**config.mk**
```make
export PLATFORM = sky130hd
export DESIGN_NAME = button_event_decoder_flat
export DESIGN_NICKNAME = d
export VERILOG_FILES = /design/src/rtl/button_event_decoder_if.sv /design/src/rtl/button_event_decoder.sv /design/src/flat_wrapper.sv
export SDC_FILE = /design/constraint.sdc
export NUM_CORES = 1
export LEC_CHECK = 0
export ABC_AREA = 1
export BUFFER_PORTS_ARGS = -buffer_cell sky130_fd_sc_hd__buf_4
export CORE_MARGIN = 4
export CORE_UTILIZATION = 55
export CTS_BUF_LIST = sky130_fd_sc_hd__clkbuf_16
export DETAILED_ROUTE_END_ITERATION = 6
export PLACE_DENSITY = 0.81
export SLEW_MARGIN = 20
export SYNTH_ARGS = -nofsm -noshare
export SYNTH_HDL_FRONTEND = slang
export SYNTH_SLANG_ARGS = --single-unit
```
**constraint.sdc**
```tcl
create_clock -name clk -period 1.64 [get_ports clk]
set_clock_uncertainty 0.1 [all_clocks]
set_input_delay 0.082 -clock clk [delete_from_list [all_inputs] [get_ports clk]]
set_output_delay 0.082 -clock clk [all_outputs]
set_load 0.005 [all_outputs]
```
**src/rtl/button_event_decoder_if.sv**
```systemverilog
// Signal bundle between the debounced button level and the gesture decoder.
// The decoder takes the slave modport; application logic takes the master modport.
interface button_event_decoder_if;
    logic i_btn;
    logic o_press;
    logic o_release;
    logic o_single_click;
    logic o_double_click;
    logic o_long_press;
    logic o_repeat;

    modport slave (
        input  i_btn,
        output o_press,
        output o_release,
        output o_single_click,
        output o_double_click,
        output o_long_press,
        output o_repeat
    );

    modport master (
        output i_btn,
        input  o_press,
        input  o_release,
        input  o_single_click,
        input  o_double_click,
        input  o_long_press,
        input  o_repeat
    );
endinterface

```
**src/rtl/button_event_decoder.sv**
```systemverilog
// Turns a clean button level into single-cycle press/release/click/long-press pulses.
// Define BUTTON_EVENT_DECODER_AUTO_REPEAT_EN to add auto-repeat pulses during a long hold.
module button_event_decoder #(
    parameter int LONG_CLK_COUNT   = 12000000,
    parameter int DOUBLE_CLK_COUNT = 3000000,
    parameter int REPEAT_CLK_COUNT = 1200000
) (
    input logic clk,
    input logic rst,
    button_event_decoder_if.slave bus
);
    localparam int MAX_LD = (LONG_CLK_COUNT > DOUBLE_CLK_COUNT) ? LONG_CLK_COUNT : DOUBLE_CLK_COUNT;
    localparam int MAX_ALL = (MAX_LD > REPEAT_CLK_COUNT) ? MAX_LD : REPEAT_CLK_COUNT;
    localparam int CW = $clog2(MAX_ALL + 1);

    // Terminal values: the count entering a state is 0, so N cycles end when it reads N-1.
    localparam logic [CW-1:0] LONG_LAST   = CW'(LONG_CLK_COUNT - 1);
    localparam logic [CW-1:0] DOUBLE_LAST = CW'(DOUBLE_CLK_COUNT - 1);
    localparam logic [CW-1:0] COUNT_SAT   = {CW{1'b1}};
`ifdef BUTTON_EVENT_DECODER_AUTO_REPEAT_EN
    localparam logic [CW-1:0] REPEAT_LAST = CW'(REPEAT_CLK_COUNT - 1);
`endif

    typedef enum logic [2:0] {
        IDLE,
        PRESSED1,
        WAIT2,
        PRESSED2,
        LONG_HELD
    } state_t;

    state_t        r_state;
    logic [CW-1:0] r_count;
    logic          r_btnPrev;
    logic          r_press;
    logic          r_release;
    logic          r_singleClick;
    logic          r_doubleClick;
    logic          r_longPress;
`ifdef BUTTON_EVENT_DECODER_AUTO_REPEAT_EN
    logic          r_repeat;
`endif

    logic w_rise;
    logic w_fall;

    assign w_rise = bus.i_btn & ~r_btnPrev;
    assign w_fall = ~bus.i_btn & r_btnPrev;

    // Edges are tested before timeouts in every state so an edge on a terminal cycle wins.
    always_ff @(posedge clk or posedge rst) begin
        if (rst) begin
            r_state       <= IDLE;
            r_count       <= '0;
            r_btnPrev     <= 1'b0;
            r_press       <= 1'b0;
            r_release     <= 1'b0;
            r_singleClick <= 1'b0;
            r_doubleClick <= 1'b0;
            r_longPress   <= 1'b0;
`ifdef BUTTON_EVENT_DECODER_AUTO_REPEAT_EN
            r_repeat      <= 1'b0;
`endif
        end else begin
            r_btnPrev     <= bus.i_btn;
            r_press       <= 1'b0;
            r_release     <= 1'b0;
            r_singleClick <= 1'b0;
            r_doubleClick <= 1'b0;
            r_longPress   <= 1'b0;
`ifdef BUTTON_EVENT_DECODER_AUTO_REPEAT_EN
            r_repeat      <= 1'b0;
`endif
            if (r_count != COUNT_SAT) begin
                r_count <= r_count + 1'b1;
            end

            case (r_state)
                IDLE: begin
                    if (w_rise) begin
                        r_press <= 1'b1;
                        r_state <= PRESSED1;
                        r_count <= '0;
                    end
                end
                PRESSED1: begin
                    if (w_fall) begin
                        r_release <= 1'b1;
                        r_state   <= WAIT2;
                        r_count   <= '0;
                    end else if (r_count == LONG_LAST) begin
                        r_longPress <= 1'b1;
                        r_state     <= LONG_HELD;
                        r_count     <= '0;
                    end
                end
                WAIT2: begin
                    if (w_rise) begin
                        r_press <= 1'b1;
                        r_state <= PRESSED2;
                        r_count <= '0;
                    end else if (r_count == DOUBLE_LAST) begin
                        r_singleClick <= 1'b1;
                        r_state       <= IDLE;
                        r_count       <= '0;
                    end
                end
                PRESSED2: begin
                    if (w_fall) begin
                        r_release     <= 1'b1;
                        r_doubleClick <= 1'b1;
                        r_state       <= IDLE;
                        r_count       <= '0;
                    end else if (r_count == LONG_LAST) begin
                        r_longPress <= 1'b1;
                        r_state     <= LONG_HELD;
                        r_count     <= '0;
                    end
                end
                LONG_HELD: begin
                    if (w_fall) begin
                        r_release <= 1'b1;
                        r_state   <= IDLE;
                        r_count   <= '0;
                    end
`ifdef BUTTON_EVENT_DECODER_AUTO_REPEAT_EN
                    else if (r_count == REPEAT_LAST) begin
                        r_repeat <= 1'b1;
                        r_count  <= '0;
                    end
`endif
                end
                default: begin
                    r_state <= IDLE;
                    r_count <= '0;
                end
            endcase
        end
    end

    assign bus.o_press        = r_press;
    assign bus.o_release      = r_release;
    assign bus.o_single_click = r_singleClick;
    assign bus.o_double_click = r_doubleClick;
    assign bus.o_long_press   = r_longPress;
`ifdef BUTTON_EVENT_DECODER_AUTO_REPEAT_EN
    assign bus.o_repeat       = r_repeat;
`else
    assign bus.o_repeat       = 1'b0;
`endif

endmodule

```
**src/flat_wrapper.sv**
```systemverilog
// flat-port wrapper written by rule: the top's interface ports become plain ports
module button_event_decoder_flat 
#(
    parameter int LONG_CLK_COUNT   = 12000000,
    parameter int DOUBLE_CLK_COUNT = 3000000,
    parameter int REPEAT_CLK_COUNT = 1200000
)
  (clk, rst, bus_i_btn, bus_o_press, bus_o_release, bus_o_single_click, bus_o_double_click, bus_o_long_press, bus_o_repeat);
  button_event_decoder_if bus_i ();
  input logic clk;
  input logic rst;
  input wire logic [$bits(bus_i.i_btn)-1:0] bus_i_btn;
  output wire logic [$bits(bus_i.o_press)-1:0] bus_o_press;
  output wire logic [$bits(bus_i.o_release)-1:0] bus_o_release;
  output wire logic [$bits(bus_i.o_single_click)-1:0] bus_o_single_click;
  output wire logic [$bits(bus_i.o_double_click)-1:0] bus_o_double_click;
  output wire logic [$bits(bus_i.o_long_press)-1:0] bus_o_long_press;
  output wire logic [$bits(bus_i.o_repeat)-1:0] bus_o_repeat;
  assign bus_i.i_btn = bus_i_btn;
  assign bus_o_press = bus_i.o_press;
  assign bus_o_release = bus_i.o_release;
  assign bus_o_single_click = bus_i.o_single_click;
  assign bus_o_double_click = bus_i.o_double_click;
  assign bus_o_long_press = bus_i.o_long_press;
  assign bus_o_repeat = bus_i.o_repeat;
  button_event_decoder #(.LONG_CLK_COUNT(LONG_CLK_COUNT), .DOUBLE_CLK_COUNT(DOUBLE_CLK_COUNT), .REPEAT_CLK_COUNT(REPEAT_CLK_COUNT)) u_core (.clk(clk), .rst(rst), .bus(bus_i));
endmodule
```
==> results of run 1 <==
==> worst min-delay path by stage <==
stage / start / to / depth (start not counted)
finish: bus_i_btn / u_core.bus.o_press$_DFF_PP0_ / 5
global route: bus_i_btn / u_core.bus.o_press$_DFF_PP0_ / 5
CTS: bus_i_btn / u_core.bus.o_press$_DFF_PP0_ / 5
detailed placement: rst / u_core.r_count[23]$_DFF_PP0_ / 3
global placement: rst / u_core.r_count[21]$_DFF_PP0_ / 3
floorplan: bus_i_btn / u_core.r_btnPrev$_DFF_PP0_ / 0
==> final cells by class <==
type	count	area, sq um
Clock inverter	3	37.54
Clock buffer	5	125.1
Fill cell	209	643.1
Inverter	58	222.7
Sequential cell	33	829.5
Multi-Input combinational cell	226	1346
Tap cell	48	60.06
Timing Repair Buffer	59	451.7
==> registers in the layout, indices dropped and copies added, names as in the netlist <==
| register | cells |
|---|---|
| u_core.bus.o_single_click | 1 |
| u_core.bus.o_press | 1 |
| u_core.r_btnPrev | 1 |
| u_core.r_state | 3 |
| u_core.bus.o_release | 1 |
| u_core.bus.o_long_press | 1 |
| u_core.r_count | 24 |
| u_core.bus.o_double_click | 1 |
==> what timing repair did <==
action | CTS | global route
cloned | 2 | 1
hold buffers | 2 | 0
endpoints found under the setup margin | 26 | 29
setup buffers | 4 | 7
pin swaps | 6 | 8
endpoints found under the hold margin | 34 | 0
resized for setup | 12 | 62
==> worst register-to-register path, stage by stage (launching register included) <==
cell and delay (ns):
dfrtp_1 0.43, buf_4 0.16, nand2_1 0.10, nor2_2 0.13, nand3_1 0.11, nor2_1 0.32, nand3_1 0.13, nand2_1 0.09
nand2_1 0.05, nand2_1 0.06, inv_1 0.04
==> power by group through the flow <==
stage | clock (W) | combinational [W] | sequential [W]
2_1_floorplan | 0 | 0.000528 | 0.000981
3_3_place_gp | 0 | 0.000636 | 0.000980
3_5_place_dp | 0 | 0.000695 | 0.000986
4_1_cts | 0.00105 | 0.000859 | 0.000976
5_1_grt | 0.00110 | 0.00120 | 0.00101
6_report | 0.00106 | 0.00115 | 0.000994
==> cells in the final DEF, fill, tap and decap left out, types with 2 or more instances in the layout <==
cell	synthesis	final
a21o_1	2	2
a21oi_1	2	2
buf_4	1	56
clkbuf_16	0	5
dfrtp_1	33	30
dfrtp_2	0	3
dlygate4sd3_1	0	2
inv_1	48	37
inv_2	9	20
inv_4	0	2
nand2_1	103	91
nand2_2	5	14
nand2_4	0	2
nand3_1	21	17
nand3_2	2	5
nand3_4	2	6
nand4_1	2	2
nor2_1	42	26
nor2_2	4	16
nor2_4	1	5
nor3_1	7	2
nor3_2	0	4
o21a_1	2	2
o21ai_0	4	3
o21ai_2	1	3
or2_1	2	2
xnor2_1	2	2
xor2_1	9	9
==> routing by layer <==
layer / part of all wire, % / routed length (um) / vias to the layer above / track usage, %
li1: - / - / 1095 / -
met1: 35 / 2708 / 1147 / 32.43
met2: 48 / 3713 / 202 / 47.51
met3: 11 / 859 / 61 / 5.966
met4: 6.6 / 512 / 0 / 13.99
met5: 0 / 0 / - / 0
==> metrics by stage <==
step	std cells	util, %	hold slack (ns)
after global placement	408	68.52	0.09508
after global routing	432	82.69	0.1565
after CTS	424	76.03	0.1046
after floorplan	318	-	0.01343
final	432	82.69	0.1293
after detailed placement	408	68.52	0.1010
==> kinds of logic (layout without fill, tap and decap cells) <==
group,Yosys count,in the layout,share of synthesized area (%)
fa+ha+maj,1,1,0.5796
mux,1,1,0.4638
simple gates,194,197,40.12
other cells,1,1,0.1737
xor+xnor,11,11,4.464
buf+inv,62,125,11.71
flops,33,33,38.26
compound gates,15,15,4.232
==> out/metrics.yaml, run 1 <==
hold_violations: 0
synth_area_leaders: "dfrtp_1 (38%), nand2_1 (18%), inv_1 (8.3%), nor2_1 (7.3%), nand3_1 (4.9%)"
remaining_drc_errors: 2
powerDensity_nw_per_um2: 1041
cpMostUsedCell: "nand2_1"
r2r-end: "u_core.r_count[20]$_DFF_PP0_"
fin_ws_ns: -0.1717
place_area_sq_um: 2546
p_switching_w: 0.001193
worstRegToRegCells: 10
dieArea_sq_um: 4991
gr-total-overflow: 0
power.share.clock_pct: 33.1
via_per_inst: 5.799
dp_slack_ns: -0.1680
ys.flop_type: "dfrtp_1"
rsz0062_at_grt: "yes"
cp_slowest_cell: "dfrtp_1"
fp.dieW_um: 70.65
synth_most_common_cell: "nand2_1"
cts_tree: "done"
initial_core_util_pct: 58.08
finalSetupViolCount: 28
r2r-start: "u_core.r_count[12]$_DFF_PP0_"
synth_area_sq_um: 2158
htree_levels: 2
dp_hpwl_mm: 4.133
synth_seq_area_share_pct: 38.26
power_w: 0.003200
syn_inst: 318
drt_iter0_markers: 331
fp.dieH_um: 70.65
critPathKind: "reg -> reg"
maxSlewViolCount: 0
worstPathArrival_ns: 1.89
yosysWarnings: 0
cellInternalPower_w: 0.002008
fin_crit_ns: 1.812
drv_cap: 0
grt_pass1_vias: 2338
netlist.area_leader.share_pct: 38.26
cp_data_required_time_ns: 1.72
swShare_pct: 37.27
cp.buffers_inverters: 2
grt_antenna_before_repair: 0
io_buffers: 7
drt_first_pass_iters: 7
syn-num-nets: 322
n_antenna_cell: 0
nets: 387
startpoint: "u_core.r_count[12]$_DFF_PP0_"
cts_buffers: 5
slowest_delay_ns: 0.43
path_depth: 10
vdd_drop_max_mv: 0.6614
cp_max_fo: 4
synth.distinct_cells: 33
num_io_pins: 9
violations: "design-rule violations, negative setup slack"
grt_max_degree: 34
fin_area_sq_um: 3073
holdCritPathClass: "in -> reg"
cp-end-kind: "flop"
drive_gt1_share_pct: 38.80
cp_top_family: "simple AND/OR/NAND/NOR gates"
place_congestion: 0.9117
rows: 22
max_freq_mhz: 552.0
path_cells: "buf_4, nand2_1, nor2_2, nand3_1, nor2_1, nand3_1, nand2_1, nand2_1, nand2_1, inv_1"
core_area_sq_um: 3716
period_share_pct: 110.5
clk_path_buf_depth: 2
ff2ff_setup_slack_ns: -0.17
power.share.sequential_pct: 31.1
synth_common_cells: "nand2_1 (103), inv_1 (48), nor2_1 (42)"
synth_edf_count: 0
cp-start-kind: "flop"
synth_top_area_cell: "dfrtp_1"
clk_pin_slew_ns: 0.06
syn_area_per_cell_sq_um: 6.787
routed_wl_mm: 7.793
clock-root-buffer: "clkbuf_16"
num_vias: 2505
async_reset_ff_share_pct: 100.0
combPwrFrac_pct: 35.9
wl_per_cell_um: 18.04
setup_tns_ns: -2.222
area_growth_pct: 42.38
ant_nets: 0
leakagePower_nw: 1.669
grt_pass1_wl_mm: 10.87
clock_latency_ns: 0.28
status: "finished with violations"
crit_path_end: "u_core.r_count[20]$_DFF_PP0_"
synth.ff_latch_count: 33
grt_usage_pct: 27.61
numClockSinks: 33
(Power assumes the default switching activity.)
==> run 2, diff against run 1 <==
==> constraint.sdc (replaced) <==
create_clock -name clk -period 1.64 [get_ports clk]
set_clock_uncertainty 0.1 [all_clocks]
set_input_delay 0.328 -clock clk [delete_from_list [all_inputs] [get_ports clk]]
set_output_delay 0.328 -clock clk [all_outputs]
set_load 0.01 [all_outputs]
==> out/metrics.yaml, run 2 (synthesized netlist as in run 1, its figures left out) <==
status: "finished with violations"  # unchanged
violations: "design-rule violations, negative setup slack"  # unchanged
nets: 382  # was 387
htree_levels: 2  # unchanged
dieArea_sq_um: 4991  # unchanged
place_congestion: 0.9252  # was 0.9117
clock_latency_ns: 0.28  # about the same
max_freq_mhz: 571.8  # was 552.0 MHz
clk_pin_slew_ns: 0.05  # was 0.06 ns
routed_wl_mm: 7.240  # was 7.793 mm
power_w: 0.002939  # was 0.003200 W
cts_tree: "done"  # unchanged
clk_path_buf_depth: 2  # unchanged
largest_reg_flops: 24  # unchanged
finalSetupViolCount: 27  # was 28
use_met2_pct: 46.26  # was 47.51%
largest_registers: "u_core.r_count: 24 flops, u_core.r_state: 3 flops"  # unchanged
critPathKind: "reg -> reg"  # unchanged
grt_usage_pct: 26.83  # was 27.61%
slowest_delay_ns: 0.40  # was 0.43 ns
grt_antenna_before_repair: 0  # unchanged
cp_slowest_cell: "dfrtp_1"  # unchanged
rsz0062_at_grt: "yes"  # unchanged
worstPathArrival_ns: 1.83  # was 1.89 ns
cp.buffers_inverters: 2  # unchanged
ff2ff_setup_slack_ns: -0.11  # was -0.17 ns
drive_gt1_share_pct: 34.83  # was 38.80%
num_vias: 2477  # was 2505
area_growth_pct: 39.30  # was 42.38%
io_buffers: 7  # unchanged
top_register: "u_core.r_count"  # unchanged
grt_pass1_vias: 2341  # was 2338
fin_ws_ns: -0.1088  # was -0.1717 ns
cts_hold_buffers: 0  # was 2
fp.dieH_um: 70.65  # unchanged
use_met1_pct: 30.52  # was 32.43%
fin_cells: 427  # was 432
grt_pass1_wl_mm: 10.59  # was 10.87 mm
dp_hpwl_mm: 4.073  # was 4.133 mm
dp_slack_ns: -0.1318  # was -0.1680 ns
rows: 22  # unchanged
cts_buffers: 5  # unchanged
cp_top_family: "simple AND/OR/NAND/NOR gates"  # unchanged
drt_iter0_markers: 304  # was 331
drt_first_pass_iters: 7  # unchanged
powerDensity_nw_per_um2: 977.6  # was 1041 nW/um^2
path_cells: "nand2_1, inv_2, nand2_1, nor2_2, nand3_2, nand3_4, nand3_4, nand3_1, inv_1"  # was buf_4, nand2_1, nor2_2, nand3_1, nor2_1, nand3_1, nand2_1, nand2_1, nand2_1, inv_1
initial_core_util_pct: 58.08  # unchanged
clock-root-buffer: "clkbuf_16"  # unchanged
vdd_drop_max_mv: 0.6016  # was 0.6614 mV
final_core_util_pct: 80.91  # was 82.69%
numClockSinks: 33  # unchanged
cp-start-kind: "flop"  # unchanged
wl_per_cell_um: 16.96  # was 18.04 um
multi_input_area_sq_um: 1346  # unchanged
grt_max_degree: 34  # unchanged
drv_cap: 0  # unchanged
via_per_inst: 5.801  # was 5.799
final_common_cell: "nand2_1"  # unchanged
fillers: 234  # was 209
layout_common_cells: "nand2_1 (88), buf_4 (52), inv_1 (50)"  # was nand2_1 (91), buf_4 (56), inv_1 (37)
period_share_pct: 106.6  # was 110.5%
holdCritPathClass: "in -> async"  # was in -> reg
cp-end-kind: "flop"  # unchanged
regArea_sq_um: 827.0  # was 829.5 sq um
cp_max_fo: 6  # was 4
leakagePower_nw: 1.678  # was 1.669 nW
remaining_drc_errors: 5  # was 2
n_antenna_cell: 0  # unchanged
num_io_pins: 9  # unchanged
fin_crit_ns: 1.749  # was 1.812 ns
fp.dieW_um: 70.65  # unchanged
hold_violations: 0  # unchanged
core_area_sq_um: 3716  # unchanged
setup_tns_ns: -2.140  # was -2.222 ns
post-place-cells: 413  # was 408
maxSlewViolCount: 0  # unchanged
gr-total-overflow: 0  # unchanged
cp_data_required_time_ns: 1.72  # about the same
grt_busiest_layer: "met2"  # unchanged
ant_nets: 0  # unchanged
met3_usage_pct: 7.955  # was 5.966%
[run 2: layer usage]
layer / part of all wire [%] / wire length [um] / up-vias
met3: 9.8 / 710 / 67
met2: 48 / 3485 / 183
met1: 36 / 2579 / 1134
met5: 0 / 0 / -
li1: - / - / 1093
met4: 6.4 / 465 / 0
[run 2: area by class of cell]
class,count,share of cell area [%]
Clock buffer,5,4.161
Clock inverter,3,0.3745
Inverter,58,7.324
Multi-Input combinational cell,226,44.78
Sequential cell,33,27.51
Tap cell,48,1.998
Timing Repair Buffer,54,13.86
[run 2: worst paths after layout]
path / cells after the start / endpoint / startpoint
setup / recovery: 9 / u_core.r_count[1]$_DFF_PP0_ / u_core.r_count[17]$_DFF_PP0_
hold / removal: 3 / u_core.r_count[14]$_DFF_PP0_ / rst
setup reg to reg: 9 / u_core.r_count[1]$_DFF_PP0_ / u_core.r_count[17]$_DFF_PP0_
hold reg to reg: 1 / u_core.bus.o_press$_DFF_PP0_ / u_core.r_state[2]$_DFFE_PP0P_
max in group asynchronous: 3 / u_core.r_count[10]$_DFF_PP0_ / rst
min in group clk: 1 / u_core.r_btnPrev$_DFF_PP0_ / bus_i_btn
[run 2: through the flow]
stage,hold WS (ns),instance area [sq um]
after floorplan,0.2594,2176
after detailed placement,0.3511,2584
after global placement,0.3418,2584
final,0.04932,3007
after CTS,0.06134,2789
after global routing,0.07460,3007
[run 2: power breakdown]
part	internal (W)	switching, W	total, W
Clock	0.000545	0.000339	0.000884
Sequential	0.000892	0.0000910	0.000983
Combinational	0.000375	0.000697	0.00107
Total	0.00181	0.00113	0.00294
[run 2: worst reg2reg max path: stages (launching register included)]
cell     delay, ns
dfrtp_1       0.40
nand2_1       0.13
inv_2         0.09
nand2_1       0.10
nor2_2        0.16
nand3_2       0.13
nand3_4       0.19
nand3_4       0.18
nand3_1       0.13
inv_1         0.04
[run 2: timing repair]
item                       CTS  global route
resized for setup           10            53
buffers inserted             1             2
gates cloned                 2             1
setup endpoints to repair   26            28
pin swaps                    3            11
